**src/rtl/rv32_pkg.sv**
```systemverilog
// Opcode and load-funct3 encodings shared by the RV32I pipeline stages.
// Also classifies opcodes by the source of their register-file write value.
package rv32_pkg;

  localparam logic [6:0] OPC_LOAD   = 7'b0000011;
  localparam logic [6:0] OPC_STORE  = 7'b0100011;
  localparam logic [6:0] OPC_OP     = 7'b0110011;
  localparam logic [6:0] OPC_OP_IMM = 7'b0010011;
  localparam logic [6:0] OPC_LUI    = 7'b0110111;
  localparam logic [6:0] OPC_AUIPC  = 7'b0010111;
  localparam logic [6:0] OPC_JAL    = 7'b1101111;
  localparam logic [6:0] OPC_JALR   = 7'b1100111;
  localparam logic [6:0] OPC_BRANCH = 7'b1100011;
  localparam logic [6:0] OPC_SYSTEM = 7'b1110011;

  localparam logic [2:0] F3_LB  = 3'b000;
  localparam logic [2:0] F3_LH  = 3'b001;
  localparam logic [2:0] F3_LW  = 3'b010;
  localparam logic [2:0] F3_LBU = 3'b100;
  localparam logic [2:0] F3_LHU = 3'b101;

  typedef enum logic [1:0] {
    WB_SRC_NONE,
    WB_SRC_ALU,
    WB_SRC_LINK,
    WB_SRC_LOAD
  } wb_src_e;

  function automatic wb_src_e wb_src(input logic [6:0] opcode);
    case (opcode)
      OPC_LUI, OPC_AUIPC, OPC_OP_IMM, OPC_OP: wb_src = WB_SRC_ALU;
      OPC_JAL, OPC_JALR:                      wb_src = WB_SRC_LINK;
      OPC_LOAD:                               wb_src = WB_SRC_LOAD;
      default:                                wb_src = WB_SRC_NONE;
    endcase
  endfunction

endpackage

```
**src/rtl/load_align.sv**
```systemverilog
// Selects the addressed byte/halfword lane of a dmemory word and extends it.
// Flags misaligned accesses and reserved load funct3 encodings.
module load_align
  import rv32_pkg::*;
(
  input  logic [2:0]  funct3,
  input  logic [1:0]  addr,
  input  logic [31:0] mem_rdata,
  output logic [31:0] data,
  output logic        fault
);

  logic [7:0]  byte_sel;
  logic [15:0] half_sel;

  always_comb begin
    case (addr)
      2'd0:    byte_sel = mem_rdata[7:0];
      2'd1:    byte_sel = mem_rdata[15:8];
      2'd2:    byte_sel = mem_rdata[23:16];
      default: byte_sel = mem_rdata[31:24];
    endcase
    half_sel = addr[1] ? mem_rdata[31:16] : mem_rdata[15:0];
  end

  always_comb begin
    data  = '0;
    fault = 1'b0;
    case (funct3)
      F3_LB:  data = {{24{byte_sel[7]}}, byte_sel};
      F3_LBU: data = {24'd0, byte_sel};
      F3_LH: begin
        data  = {{16{half_sel[15]}}, half_sel};
        fault = addr[0];
      end
      F3_LHU: begin
        data  = {16'd0, half_sel};
        fault = addr[0];
      end
      F3_LW: begin
        data  = mem_rdata;
        fault = (addr != 2'd0);
      end
      default: fault = 1'b1;
    endcase
  end

endmodule

```
**src/rtl/writeback_stage.sv**
```systemverilog
// RV32I write-back stage: MEM/WB register, load alignment, result mux,
// register-file write port and retired-instruction counter.
module writeback_stage
  import rv32_pkg::*;
#(
  parameter int INSTRET_W = 64
) (
  input  logic                 clock,
  input  logic                 reset,
  input  logic                 valid_in,
  input  logic                 stall,
  input  logic                 flush,
  input  logic [31:0]          instruction_in,
  input  logic [31:0]          pc_in,
  input  logic [31:0]          alu_res_in,
  input  logic [31:0]          mem_rdata,
  output logic                 rd_we,
  output logic [4:0]           rd_addr,
  output logic [31:0]          rd_data,
  output logic                 wb_valid,
  output logic                 load_fault,
  output logic [INSTRET_W-1:0] instret
);

  logic                 valid_q, valid_d;
  logic [31:0]          instr_q, instr_d;
  logic [31:0]          pc_q, pc_d;
  logic [31:0]          alu_res_q, alu_res_d;
  logic [INSTRET_W-1:0] instret_q, instret_d;

  logic        ret;
  logic [6:0]  opcode;
  logic [4:0]  rd;
  logic [2:0]  funct3;
  wb_src_e     src;
  logic [31:0] load_data;
  logic        align_fault;
  logic        fault;
  logic [31:0] wb_data;
  logic        unused_instr_bits;

  always_comb begin
    valid_d   = valid_q;
    instr_d   = instr_q;
    pc_d      = pc_q;
    alu_res_d = alu_res_q;
    if (flush) begin
      valid_d   = 1'b0;
      instr_d   = instruction_in;
      pc_d      = pc_in;
      alu_res_d = alu_res_in;
    end else if (!stall) begin
      valid_d   = valid_in;
      instr_d   = instruction_in;
      pc_d      = pc_in;
      alu_res_d = alu_res_in;
    end
  end

  // A stalled instruction retires in the cycle the stall releases it.
  assign ret       = valid_q && !stall;
  assign instret_d = instret_q + {{(INSTRET_W-1){1'b0}}, ret};

  assign opcode = instr_q[6:0];
  assign rd     = instr_q[11:7];
  assign funct3 = instr_q[14:12];
  assign src    = wb_src(opcode);
  assign unused_instr_bits = ^instr_q[31:15];

  load_align u_load_align (
    .funct3   (funct3),
    .addr     (alu_res_q[1:0]),
    .mem_rdata(mem_rdata),
    .data     (load_data),
    .fault    (align_fault)
  );

  assign fault = (src == WB_SRC_LOAD) && align_fault;

  always_comb begin
    wb_data = '0;
    if (valid_q && !fault) begin
      case (src)
        WB_SRC_ALU:  wb_data = alu_res_q;
        WB_SRC_LINK: wb_data = pc_q + 32'd4;
        WB_SRC_LOAD: wb_data = load_data;
        default:     wb_data = '0;
      endcase
    end
  end

  always_ff @(posedge clock) begin
    if (!reset) begin
      valid_q   <= 1'b0;
      instr_q   <= '0;
      pc_q      <= '0;
      alu_res_q <= '0;
      instret_q <= '0;
    end else begin
      valid_q   <= valid_d;
      instr_q   <= instr_d;
      pc_q      <= pc_d;
      alu_res_q <= alu_res_d;
      instret_q <= instret_d;
    end
  end

  assign rd_we      = ret && (src != WB_SRC_NONE) && (rd != 5'd0) && !fault;
  assign rd_addr    = valid_q ? rd : 5'd0;
  assign rd_data    = wb_data;
  assign wb_valid   = valid_q;
  assign load_fault = valid_q && fault;
  assign instret    = instret_q;

endmodule

```
**config.mk**
```make
export PLATFORM = sky130hd
export DESIGN_NAME = writeback_stage
export DESIGN_NICKNAME = d
export VERILOG_FILES = /design/src/rtl/rv32_pkg.sv /design/src/rtl/load_align.sv /design/src/rtl/writeback_stage.sv
export SDC_FILE = /design/constraint.sdc
export NUM_CORES = 1
export LEC_CHECK = 0
export CAP_MARGIN = 30
export CORE_MARGIN = 8
export CORE_UTILIZATION = 24
export CTS_CLUSTER_DIAMETER = 80
export DETAILED_ROUTE_END_ITERATION = 8
export PLACE_DENSITY = 0.52
export SLEW_MARGIN = 10
export SYNTH_ARGS = -nofsm -noshare
export SYNTH_HDL_FRONTEND = slang
export SYNTH_SLANG_ARGS = --single-unit
export TNS_END_PERCENT = 20
```
**constraint.sdc**
```tcl
create_clock -name clock -period 5.03 [get_ports clock]
set_clock_uncertainty 0.05 [all_clocks]
set_input_delay 1.006 -clock clock [delete_from_list [all_inputs] [get_ports clock]]
set_output_delay 1.006 -clock clock [all_outputs]
set_load 0.02 [all_outputs]
```
==> reports/results.ini, run 1 <==
[worst_setup_path]
crit_required_ns=3.97
r2r_setup_slack_ns=1.95
worstSetupPathType=register to primary output
path_max_fanout=14
critPathArrivalTime_ns=3.59
critPathLaunchType=register
endpoint_kind=primary output

[power]
powerDensity_nw_per_um2=259
finalPower_mw=2.84
vdd_drop_max_mv=0.241
clkPwrFrac_pct=46.7
p_comb_share_pct=10.1
p_seq_share_pct=43.2
p_sw_uw=736
swShare_pct=25.9
intPower_mw=2.11
cellLeakagePower_nw=3.56

[final_layout]
drive_above_1_share_pct=5.66
finalNetCount=1324
final_core_util_pct=33.9
area_growth_pct=40.7
final_cell_mix=219 x clkdlybuf4s50_1, 206 x nand2_1, 144 x dfxtp_1
antennaDiodeCount=0
final_common_cell=clkdlybuf4s50_1

[clock_network]
cts_root_buf=clkbuf_16
cts_made_buffers=17
postCtsSetupBuffers=0
worstSkewPairLatency_ns=0.44
cts_tree=done
cts_buffer_depth=2
cts_hold_buf=0
clkSinkCount=144
cts_max_level=4
path_clk_slew_ns=0.07
cts-resized-gates=0

[die]
initial_utilization_pct=24.1
die_area_um2=38500
fp-row-count=66
io_pins=237
placeableCoreArea_um2=32300
die_w_um=196
die_h_um=196

[yosys]
ys_warn_count=0
synth_fa_ha_area_share_pct=0.482
synth_compound_area_share_pct=20.1
muxShareOfSynthArea_pct=2.96
ys.flop_type=dfxtp_1
syn-num-nets=1150
syn_area_per_cell_um2=7.68
netlist_area_um2=7790
yosysSeqAreaShare_pct=37.0
synth-edff-count=0
synth_top_family_by_area=simple AND/OR/NAND/NOR gates
netlist_instances=1014
yosys_register_bits=144
yosys.area_share.xor_xnor_pct=4.16
synth-simple-area-share_pct=30.6
synthArstFlopShare_pct=0
yosysUniqueCellTypes=54

[timing]
fmax_ghz=0.215
whs_ns=0.404
rsz0062_at_grt=no
maxSlewHeadroom_pct=40.4
hold_viol_final=0
worst_slew_pin_slew_ns=0.894
setup_tns_ns=0
min_period_ns=4.64
slew_violations=0
fin_crit_sh_pct=92.3
setup_viol=0

[global_routing]
grt_antenna_before_repair=1
grt_pass1_vias=7977
overflow=0
grt_max_degree=80
track_usage_pct=15.6
grt_pass1_wl_um=47300

[route]
via_per_inst=5.01
drtPass1Iterations=5
ant_nets=0
drt_iter0_drc=618
totalWireLength_um=31400
via_count=8238
route.detailed.wl_per_inst_um=19.1
drc_errors=0

[hold_path]
hp-class=register to register

[outcome]
status=finished, final reports clean

[placement]
gp_congestion=0.833
portBuffers=219
dp_hpwl_um=22300

[run]
maxCapViolCount=0

[state kept, by name (all words and copies together), names as in the netlist]
name,cells
wb_valid,1
instret,64
alu_res_q,32
instr_q,15
pc_q,32
[stage by stage]
step,setup slack [ns],cell area (um2),std cells
2_1_floorplan,1.74,7790,1014
3_3_place_gp,0.622,10400,1611
3_5_place_dp,0.583,10400,1611
4_1_cts,0.329,11000,1643
5_1_grt,0.168,11000,1643
6_report,0.386,11000,1643
[metal layers]
layer / GRT usage [%] / routed length (um)
met1: 19.5 / 13700
met2: 25.2 / 14400
met5: 0 / 13
met3: 5.50 / 2770
met4: 4.24 / 503
[cell families after synthesis]
kind of cell | after synthesis
mux | 14
compound gates | 260
flops | 144
xor+xnor | 37
fa+ha+maj | 3
simple gates | 467
buf+inv | 89
[cell type report]
class | count | area [um2]
sequential | 144 | 2880
clock inverter | 11 | 130
timing repair buffer | 229 | 2290
clock buffer | 21 | 470
fill | 3373 | 21300
multi-input combinational | 781 | 4570
inverter | 15 | 58.8
tap | 442 | 553
[synth_stat cells (all sizes together) (9+ instances only)]
master / n / area [um2]
nor4: 19 / 146
clkbuf: 61 / 234
inv: 14 / 52.6
nand2: 206 / 773
and3: 9 / 57.6
o31ai: 24 / 180
buf: 13 / 75.1
dfxtp: 144 / 2880
and2: 11 / 68.8
a22oi: 30 / 225
nand3: 58 / 303
xnor2: 22 / 193
a22o: 9 / 78.8
o21ai: 26 / 130
nand4: 26 / 178
nor3: 13 / 65.1
or3: 14 / 87.6
a31oi: 10 / 62.6
a21oi: 139 / 696
nand2b: 9 / 56.3
xor2: 15 / 131
or4: 36 / 274
nor2: 38 / 143
and4: 15 / 134
[critical path, cell delays in order, from the launching register on]
cell and delay (ns):
dfxtp_1 0.43, ha_1 0.25, nand2_1 0.17, or4_1 0.81, or4_1 0.58, a31oi_1 0.24
clkdlybuf4s50_1 0.66
[path summary, 6_finish.rpt]
| path | from | to | cells past startpoint |
|---|---|---|---|
| worst max register to register | wb_valid | instret[60] | 7 |
| worst max-delay path | pc_q[2] | rd_data[22] | 6 |
| worst min register to register | instr_q[3] | instr_q[3] | 2 |
| worst min-delay path | instr_q[3] | instr_q[3] | 2 |
[power groups by stage]
stage | Combinational (mW) | Sequential (mW) | Clock (mW)
final | 0.287 | 1.23 | 1.33
after global routing | 0.312 | 1.23 | 1.40
after CTS | 0.288 | 1.23 | 1.36
after detailed placement | 0.286 | 1.25 | 0
after global placement | 0.285 | 1.25 | 0
after floorplan | 0.146 | 1.23 | 0
No activity file was read; power rests on OpenSTA's default activity.
==> run 2, diff against run 1 <==
--- a/config.mk
+++ b/config.mk
@@ -6,7 +6,7 @@
 export NUM_CORES = 1
 export LEC_CHECK = 0
 export CAP_MARGIN = 30
-export CORE_MARGIN = 8
+export CORE_MARGIN = 2
 export CORE_UTILIZATION = 24
 export CTS_CLUSTER_DIAMETER = 80
 export DETAILED_ROUTE_END_ITERATION = 8
==> reports/results.ini, run 2 (synthesis results as in run 1) <==
[outcome]
status=finished, final reports clean  ; unchanged

[timing]
slew_violations=0  ; unchanged
fin_ws_ns=0.322  ; was 0.386 ns
fin_crit_sh_pct=93.6  ; was 92.3%
maxSlewHeadroom_pct=40.2  ; was 40.4%
fmax_ghz=0.212  ; was 0.215 GHz
setup_tns_ns=0  ; unchanged
whs_ns=0.405  ; was 0.404 ns
min_period_ns=4.71  ; was 4.64 ns
worst_slew_pin_slew_ns=0.897  ; was 0.894 ns
hold_viol_final=0  ; unchanged
rsz0062_at_grt=no  ; unchanged
setup_viol=0  ; unchanged

[global_routing]
grt_pass1_wl_um=45200  ; was 47300 um
grt_antenna_before_repair=2  ; was 1
grt_max_degree=80  ; unchanged
track_usage_pct=17.2  ; was 15.6%
overflow=0  ; unchanged
grt_pass1_vias=7799  ; was 7977

[clock_network]
clkSinkCount=144  ; unchanged
worstSkewPairLatency_ns=0.44  ; about the same
cts_root_buf=clkbuf_16  ; unchanged
cts-resized-gates=0  ; unchanged
cts_hold_buf=0  ; unchanged
cts_tree=done  ; unchanged
cts_max_level=4  ; unchanged
postCtsSetupBuffers=0  ; unchanged
cts_made_buffers=17  ; unchanged
path_clk_slew_ns=0.06  ; was 0.07 ns
cts_buffer_depth=2  ; unchanged

[worst_setup_path]
path_buf_inv=1  ; unchanged
crit_required_ns=3.97  ; about the same
critPathArrivalTime_ns=3.65  ; was 3.59 ns
worstSetupPathType=register to primary output  ; unchanged
ff2ff_path_depth=7  ; unchanged
endpoint_kind=primary output  ; unchanged
critPathLaunchType=register  ; unchanged
cp_cell_sequence=nand3_1 > or4_1 > o31a_1 > o21ai_0 > a21oi_1 > clkdlybuf4s50_1  ; was ha_1 > nand2_1 > or4_1 > or4_1 > a31oi_1 > clkdlybuf4s50_1
cp_top_family=simple AND/OR/NAND/NOR gates  ; unchanged
crit_slowest_cell=or4_1  ; unchanged
r2r_setup_slack_ns=1.97  ; was 1.95 ns
path_max_fanout=14  ; unchanged
cp_slowest_stage_delay_ns=0.89  ; was 0.81 ns
reg2reg_from=wb_valid  ; unchanged
reg2reg_to=instret[56]  ; was instret[60]

[final_layout]
antennaDiodeCount=0  ; unchanged
area_growth_pct=40.5  ; was 40.7%
finalNetCount=1327  ; was 1324
final_area_um2=10900  ; was 11000 um2
final_core_util_pct=34.4  ; was 33.9%
drive_above_1_share_pct=5.98  ; was 5.66%
final_cells=1639  ; was 1643
largest_reg_flops=64  ; unchanged
final_cell_mix=219 x clkdlybuf4s50_1, 206 x nand2_1, 144 x dfxtp_1  ; unchanged
fillers=3330  ; was 3373
final_common_cell=clkdlybuf4s50_1  ; unchanged

[route]
totalWireLength_um=29700  ; was 31400 um
via_per_inst=5.08  ; was 5.01
route.detailed.wl_per_inst_um=18.1  ; was 19.1 um
ant_nets=0  ; unchanged
drc_errors=0  ; unchanged
drtPass1Iterations=6  ; was 5
via_count=8318  ; was 8238
drt_iter0_drc=605  ; was 618

[placement]
dpl_cell_area_um2=10300  ; was 10400 um2
portBuffers=219  ; unchanged
dp_cells=1607  ; was 1611
gp_congestion=0.865  ; was 0.833
dpl_worst_slack_ns=0.824  ; was 0.583 ns
dp_hpwl_um=21000  ; was 22300 um

[die]
fp-row-count=65  ; was 66
die_h_um=184  ; was 196 um
io_pins=237  ; unchanged
initial_utilization_pct=24.5  ; was 24.1%
die_w_um=184  ; was 196 um
placeableCoreArea_um2=31800  ; was 32300 um2
die_area_um2=33900  ; was 38500 um2

[power]
cellLeakagePower_nw=3.57  ; was 3.56 nW
powerDensity_nw_per_um2=259  ; about the same
p_comb_share_pct=10.2  ; was 10.1%
p_sw_uw=750  ; was 736 uW
intPower_mw=2.08  ; was 2.11 mW
vdd_drop_max_mv=0.231  ; was 0.241 mV
finalPower_mw=2.83  ; was 2.84 mW
p_seq_share_pct=43.3  ; was 43.2%
swShare_pct=26.5  ; was 25.9%
clkPwrFrac_pct=46.5  ; was 46.7%

[hold_path]
hp-class=register to register  ; unchanged
hold_depth=2  ; unchanged
min_to=alu_res_q[25]  ; was instr_q[3]
hold_start=alu_res_q[25]  ; was instr_q[3]

[run]
maxCapViolCount=0  ; unchanged

[run 2: worst min-delay path: stages (launching register included)]
cell and delay, ns:
dfxtp_1 0.31, nand2_1 0.05, a21oi_1 0.05
[run 2: final cells by class]
cell class	instances	area (um2)	area share, %
Clock buffer	18	439	4.01
Clock inverter	14	156	1.43
Inverter	15	58.8	0.537
Multi-Input combinational cell	781	4570	41.8
Sequential cell	144	2880	26.3
Tap cell	435	544	4.97
Timing Repair Buffer	232	2290	20.9
[run 2: worst max-delay path by stage]
stage               slack (ns)           to  cells after the start           from
CTS                       0.37  rd_data[26]                      6        pc_q[4]
detailed placement        0.82  rd_data[28]                      8  mem_rdata[23]
global route              0.20  rd_data[26]                      6        pc_q[4]
finish                    0.32  rd_data[26]                      6        pc_q[4]
floorplan                 1.74  rd_data[16]                      6        pc_q[2]
global placement          0.81  rd_data[28]                      8   mem_rdata[7]
[run 2: metal layers]
layer,track usage [%],up-vias,part of all wire (%)
met1,21.5,3917,43
met5,0,-,0.078
li1,-,4051,-
met2,28.0,307,45
met4,4.54,4,1.8
met3,6.20,39,9.6
[run 2: power by group through the flow]
stage	Combinational, mW	Clock [mW]	Sequential [mW]
detailed placement	0.288	0	1.25
CTS	0.290	1.35	1.23
global placement	0.289	0	1.25
finish	0.288	1.32	1.23
global route	0.314	1.39	1.23
floorplan	0.146	0	1.23
